## config.mk

```make
export PLATFORM = sky130hd
export DESIGN_NAME = ahb_timer_slave
export DESIGN_NICKNAME = d
export VERILOG_FILES = /design/src/rtl/ahb_timer_slave.sv
export SDC_FILE = /design/constraint.sdc
export NUM_CORES = 1
export LEC_CHECK = 0
export CAP_MARGIN = 20
export CELL_PAD_IN_SITES_DETAIL_PLACEMENT = 1
export CELL_PAD_IN_SITES_GLOBAL_PLACEMENT = 2
export CORE_ASPECT_RATIO = 1.5
export CORE_UTILIZATION = 30
export CTS_BUF_LIST = sky130_fd_sc_hd__clkbuf_4 sky130_fd_sc_hd__clkbuf_8
export DETAILED_ROUTE_END_ITERATION = 8
export GPL_TIMING_DRIVEN = 0
export PLACE_DENSITY = 0.93
export SLEW_MARGIN = 20
export SYNTH_ARGS = -nofsm -noshare
export SYNTH_HDL_FRONTEND = slang
export SYNTH_SLANG_ARGS = --single-unit
```

## constraint.sdc

```tcl
create_clock -name HCLK -period 3.9 [get_ports HCLK]
set_input_delay 0.78 -clock HCLK [delete_from_list [all_inputs] [get_ports HCLK]]
set_output_delay 0.78 -clock HCLK [all_outputs]
set_load 0.005 [all_outputs]
```

## src/rtl/ahb_timer_slave.sv

```systemverilog
// AHB-Lite responder holding the control registers of a 32-bit reloading down-counter timer.
// Build option: define TIMER_PRESCALER_EN to add the PRESC register and tick prescaler at 0x10.
module ahb_timer_slave #(
  parameter int WAIT_STATES = 0,
  parameter int ADDR_W      = 12
) (
  input  logic              HCLK,
  input  logic              HRESET,
  input  logic              HSEL,
  input  logic [ADDR_W-1:0] HADDR,
  input  logic [1:0]        HTRANS,
  input  logic              HWRITE,
  input  logic [2:0]        HSIZE,
  input  logic [31:0]       HWDATA,
  input  logic              HREADY,
  output logic              HREADYOUT,
  output logic [31:0]       HRDATA,
  output logic              HRESP,
  output logic              IRQ
);

  localparam logic [2:0] OFF_CTRL   = 3'd0;
  localparam logic [2:0] OFF_LOAD   = 3'd1;
  localparam logic [2:0] OFF_VALUE  = 3'd2;
  localparam logic [2:0] OFF_STATUS = 3'd3;
`ifdef TIMER_PRESCALER_EN
  localparam logic [2:0] OFF_PRESC  = 3'd4;
  localparam logic [2:0] LAST_IDX   = 3'd4;
`else
  localparam logic [2:0] LAST_IDX   = 3'd3;
`endif
  localparam logic [1:0] WAIT_INIT  = (WAIT_STATES > 0) ? 2'(WAIT_STATES - 1) : 2'd0;

  typedef enum logic [1:0] {
    ST_IDLE,
    ST_WAIT,
    ST_ERR1,
    ST_ERR2
  } state_t;

  state_t      state;
  logic [1:0]  wait_cnt;
  logic        dp_act;
  logic        dp_wr;
  logic [2:0]  dp_idx;

  logic        accept;
  logic        complete;
  logic        wr_fire;
  logic        rd_fire;
  logic        wr_ctrl;
  logic        wr_load;
  logic        wr_status;
  logic [31:0] rd_word;

  logic        en;
  logic        ie;
  logic        oneshot;
  logic [31:0] load_q;
  logic [31:0] value_q;
  logic        if_q;
  logic        tick;
  logic        expire;
`ifdef TIMER_PRESCALER_EN
  logic        wr_presc;
  logic [15:0] presc;
  logic [15:0] pcnt;
`endif

  logic unused_htrans;
  assign unused_htrans = HTRANS[0];

  function automatic logic is_legal(input logic [ADDR_W-1:0] addr, input logic [2:0] size);
    logic mapped;
    mapped = (addr[ADDR_W-1:5] == '0) && (addr[4:2] <= LAST_IDX);
    return mapped && (size == 3'b010) && (addr[1:0] == 2'b00);
  endfunction

  assign accept = HSEL && HTRANS[1] && HREADY;

  // Data-phase sequencer: one OKAY or two-cycle ERROR response per accepted address phase
  always_ff @(posedge HCLK) begin
    if (HRESET) begin
      state    <= ST_IDLE;
      wait_cnt <= '0;
      dp_act   <= 1'b0;
    end else begin
      case (state)
        ST_IDLE, ST_ERR2: begin
          state  <= ST_IDLE;
          dp_act <= 1'b0;
          if (accept) begin
            dp_wr  <= HWRITE;
            dp_idx <= HADDR[4:2];
            if (!is_legal(HADDR, HSIZE)) begin
              state <= ST_ERR1;
            end else if (WAIT_STATES > 0) begin
              state    <= ST_WAIT;
              wait_cnt <= WAIT_INIT;
            end else begin
              dp_act <= 1'b1;
            end
          end
        end
        ST_WAIT: begin
          if (wait_cnt == 2'd0) begin
            state  <= ST_IDLE;
            dp_act <= 1'b1;
          end else begin
            wait_cnt <= wait_cnt - 2'd1;
          end
        end
        ST_ERR1: state <= ST_ERR2;
        default: state <= ST_IDLE;
      endcase
    end
  end

  assign HREADYOUT = (state == ST_IDLE) || (state == ST_ERR2);
  assign HRESP     = (state == ST_ERR1) || (state == ST_ERR2);

  assign complete  = (state == ST_IDLE) && dp_act;
  assign wr_fire   = complete && dp_wr;
  assign rd_fire   = complete && !dp_wr;
  assign wr_ctrl   = wr_fire && (dp_idx == OFF_CTRL);
  assign wr_load   = wr_fire && (dp_idx == OFF_LOAD);
  assign wr_status = wr_fire && (dp_idx == OFF_STATUS);

  always_comb begin
    rd_word = '0;
    case (dp_idx)
      OFF_CTRL:   rd_word = {29'd0, oneshot, ie, en};
      OFF_LOAD:   rd_word = load_q;
      OFF_VALUE:  rd_word = value_q;
      OFF_STATUS: rd_word = {31'd0, if_q};
`ifdef TIMER_PRESCALER_EN
      OFF_PRESC:  rd_word = {16'd0, presc};
`endif
      default:    rd_word = '0;
    endcase
  end

  assign HRDATA = rd_fire ? rd_word : '0;

`ifdef TIMER_PRESCALER_EN
  assign wr_presc = wr_fire && (dp_idx == OFF_PRESC);

  // Prescaler restarts whenever the timer is stopped or the divisor changes
  always_ff @(posedge HCLK) begin
    if (HRESET) begin
      presc <= '0;
      pcnt  <= '0;
    end else begin
      if (wr_presc) presc <= HWDATA[15:0];
      if (!en || wr_presc || (pcnt == presc)) pcnt <= '0;
      else                                    pcnt <= pcnt + 16'd1;
    end
  end

  assign tick = en && (pcnt == presc);
`else
  assign tick = en;
`endif

  assign expire = tick && (value_q == 32'd0);

  // Timer state: bus writes take priority over the tick, except a timer set of IF beats W1C
  always_ff @(posedge HCLK) begin
    if (HRESET) begin
      en      <= 1'b0;
      ie      <= 1'b0;
      oneshot <= 1'b0;
      load_q  <= '0;
      value_q <= '0;
      if_q    <= 1'b0;
    end else begin
      if (wr_ctrl) begin
        en      <= HWDATA[0];
        ie      <= HWDATA[1];
        oneshot <= HWDATA[2];
      end else if (expire && oneshot) begin
        en <= 1'b0;
      end

      if (wr_load) load_q <= HWDATA;

      if (wr_load) begin
        value_q <= HWDATA;
      end else if (tick) begin
        if (value_q != 32'd0) value_q <= value_q - 32'd1;
        else if (!oneshot)    value_q <= load_q;
      end

      if (expire)                       if_q <= 1'b1;
      else if (wr_status && HWDATA[0])  if_q <= 1'b0;
    end
  end

  assign IRQ = if_q && ie;

endmodule

```

==> reports/qor.yml <==
grt.overflow.total: 0
io_buffers: 87
tightestPinTransition_ps: 921
max_clock_freq_ghz: 0.269
p_per_area_nw_per_um2: 300
ys.flop_type: "dfxtp_1"
rsz0062_at_grt: "false"
hold_start: "load_q[7]"
met1_length_um: 7440
yosysTopAreaCellShare_pct: 31.1
period_share_pct: 95.2
avgRoutedWirePerCell_um: 21.1
synth_edf_count: 4
drt-vias-per-instance: 5.76
grtUsageTotal_pct: 25.3
crit_path_end_kind: "primary output"
wirelength_um: 20000
worst-path-buf-inv: 3
cp_slowest_cell: "clkbuf_1"
synth_most_common_cell: "nor2_1"
cts_buffers: 9
reg2reg_to: "value_q[15]"
antenna_found_initial: 0
route.vias.total: 5465
cp_cell_sequence: "clkbuf_1 -> nor2b_1 -> nor2b_1 -> clkbuf_1 -> a22oi_1 -> nor2_1 -> clkdlybuf4s50_1"
status: "complete, no violations"
cts_setup_buffers: 0
grt_max_degree: 14
die-area_sq_um: 16200
dr.pass1.iters: 5
cp.required_ps: 3120
crit_type: "reg -> out"
root_buffer: "clkbuf_8"
synth_cells: 647
io_pins: 89
grt_pass1_vias: 5940
r2r-start: "value_q[20]"
final_antenna_net_count: 0
initial_core_util_pct: 30.9
path_clk_slew_ps: 90
cts_tree: "done"
clockBufferDepth: 2
syn-num-nets: 708
skew_ps: 8.61
cts_max_level: 3
met2_length_um: 10500
wl_met3_um: 1020
crit_family: "buffers and inverters"
grt_first_pass_wirelength_um: 31600
path_max_fanout: 10
cts_sinks: 77
diodes: 0
hold_viol: 0
drv_slew: 0
fin_setup_tns_ps: 0
holdPathEnd: "load_q[7]"
whs_path_depth: 2
final_area_sq_um: 6070
yosys-top-cells-area: "dfxtp_1 (31%), nor2_1 (8.4%), nand2_1 (7.6%)"
synth.avg_cell_area_sq_um: 7.27
vdd_drop_max_uv: 179
die_width_um: 104
seq_area_frac_synth_pct: 33.6
yosysTopAreaCell: "dfxtp_1"
cp.arrival_ps: 2930
reg2reg_depth: 8
rows: 55
max_stage_delay_ps: 550
area_growth_pct: 29.1
worstSkewPairLatency_ps: 370
cap_violations: 0
cellLeakagePower_uw: 0.00209
setup_violations: 0
hold_class: "reg -> reg"
fp.dieH_um: 155
drt_iter0_markers: 275
async_reset_ff_share_pct: 0
fin_crit_ps: 3710
core-area_sq_um: 15200
dp_hpwl_um: 15000
drive_gt1_share_pct: 5.21
start_kind: "register"
netlist_area_sq_um: 4700
final_net_count: 805
highest_layer: "met4"
synth_warnings: 0
post_dp_cell_area_sq_um: 5820
ys_ff_latch: 77
drc: 0
reg2reg_slack_ps: 310
synthDistinctLibCells: 59
gp_congestion: 0.956
synth_common_cells: "nor2_1 (105), nand2_1 (95), dfxtp_1 (73)"
slew_headroom_pct: 38.1
==> worst reg2reg max path, delay by kind of cell, from the launching register on <==
kind	cells	cell delay, ps
AOI/OAI and AO/OA	2	930
buffers and inverters	3	720
DFF	1	300
and+or+nand+nor	3	1540
==> cells by family after synthesis <==
group           share of synthesized area, %
buf+inv                                 5.99
fa+ha+maj                               1.86
simple gates                            30.1
compound gates                          23.5
flops                                   33.6
xor+xnor                                2.98
mux                                     2.00
==> what timing repair did <==
action | 4_1_cts | 5_1_grt
hold buffers | 0 | 0
resized for setup | 2 | 4
endpoints found under the hold margin | 0 | 0
setup endpoints to repair | 10 | 12
==> through the flow <==
stage | hold WS (ps) | std cells | total power [uW] | utilization (%) | worst slack (ps)
after floorplan | 442 | 647 | 940 | - | 1030
after CTS | 482 | 949 | 1820 | 39.9 | 23.4
final | 480 | 948 | 1820 | 39.9 | 187
after global placement | 454 | 933 | 1050 | 38.3 | 261
after global routing | 504 | 948 | 1880 | 39.9 | 31.1
after detailed placement | 470 | 933 | 1060 | 38.3 | 234
==> sequential cells by signal, indices dropped and copies added, names as in the netlist <==
| signal | count |
|---|---|
| wait_cnt | 2 |
| oneshot | 1 |
| load_q | 32 |
| state | 2 |
| dp_idx | 3 |
| dp_wr | 1 |
| ie | 1 |
| en | 1 |
| value_q | 32 |
| dp_act | 1 |
| if_q | 1 |
==> how the worst max path moves through the flow <==
| stage | startpoint | cells past startpoint | end | slack (ps) |
|---|---|---|---|---|
| 6_report | dp_idx[0] | 7 | HRDATA[12] | 190 |
| 5_1_grt | dp_idx[0] | 7 | HRDATA[12] | 30 |
| 4_1_cts | dp_idx[0] | 8 | HRDATA[24] | 20 |
| 3_5_place_dp | dp_idx[0] | 8 | HRDATA[24] | 230 |
| 3_3_place_gp | dp_idx[0] | 8 | HRDATA[30] | 260 |
| 2_1_floorplan | value_q[17] | 9 | value_q[30] | 1030 |
==> routing by layer <==
| metal | global-route usage [%] | vias up |
|---|---|---|
| met5 | 0 | - |
| met3 | 4.61 | 70 |
| li1 | - | 2533 |
| met2 | 46.6 | 211 |
| met4 | 15.9 | 0 |
| met1 | 26.4 | 2651 |
==> layout make-up <==
cell class / count / area (sq um)
Multi-Input combinational cell: 501 / 2840
Clock buffer: 10 / 131
Inverter: 8 / 30.0
Buffer: 60 / 253
Timing Repair Buffer: 87 / 871
Clock inverter: 6 / 111
Tap cell: 199 / 249
Sequential cell: 77 / 1580
Fill cell: 1888 / 9140
==> report_power, final <==
part	switching, uW	internal, uW
Clock	341	433
Combinational	142	104
Sequential	3.97	796
Total	486	1330
==> layout by cell type, fill, tap and decap left out, types with 17 or more instances in the layout <==
cell type,n
nor4_1,17
a21oi_1,43
nand2_1,95
nor2_1,105
a22oi_1,30
o21ai_0,20
clkdlybuf4s50_1,87
nor3_1,27
clkbuf_1,41
dfxtp_1,73
No activity file was read; power rests on OpenSTA's default activity.
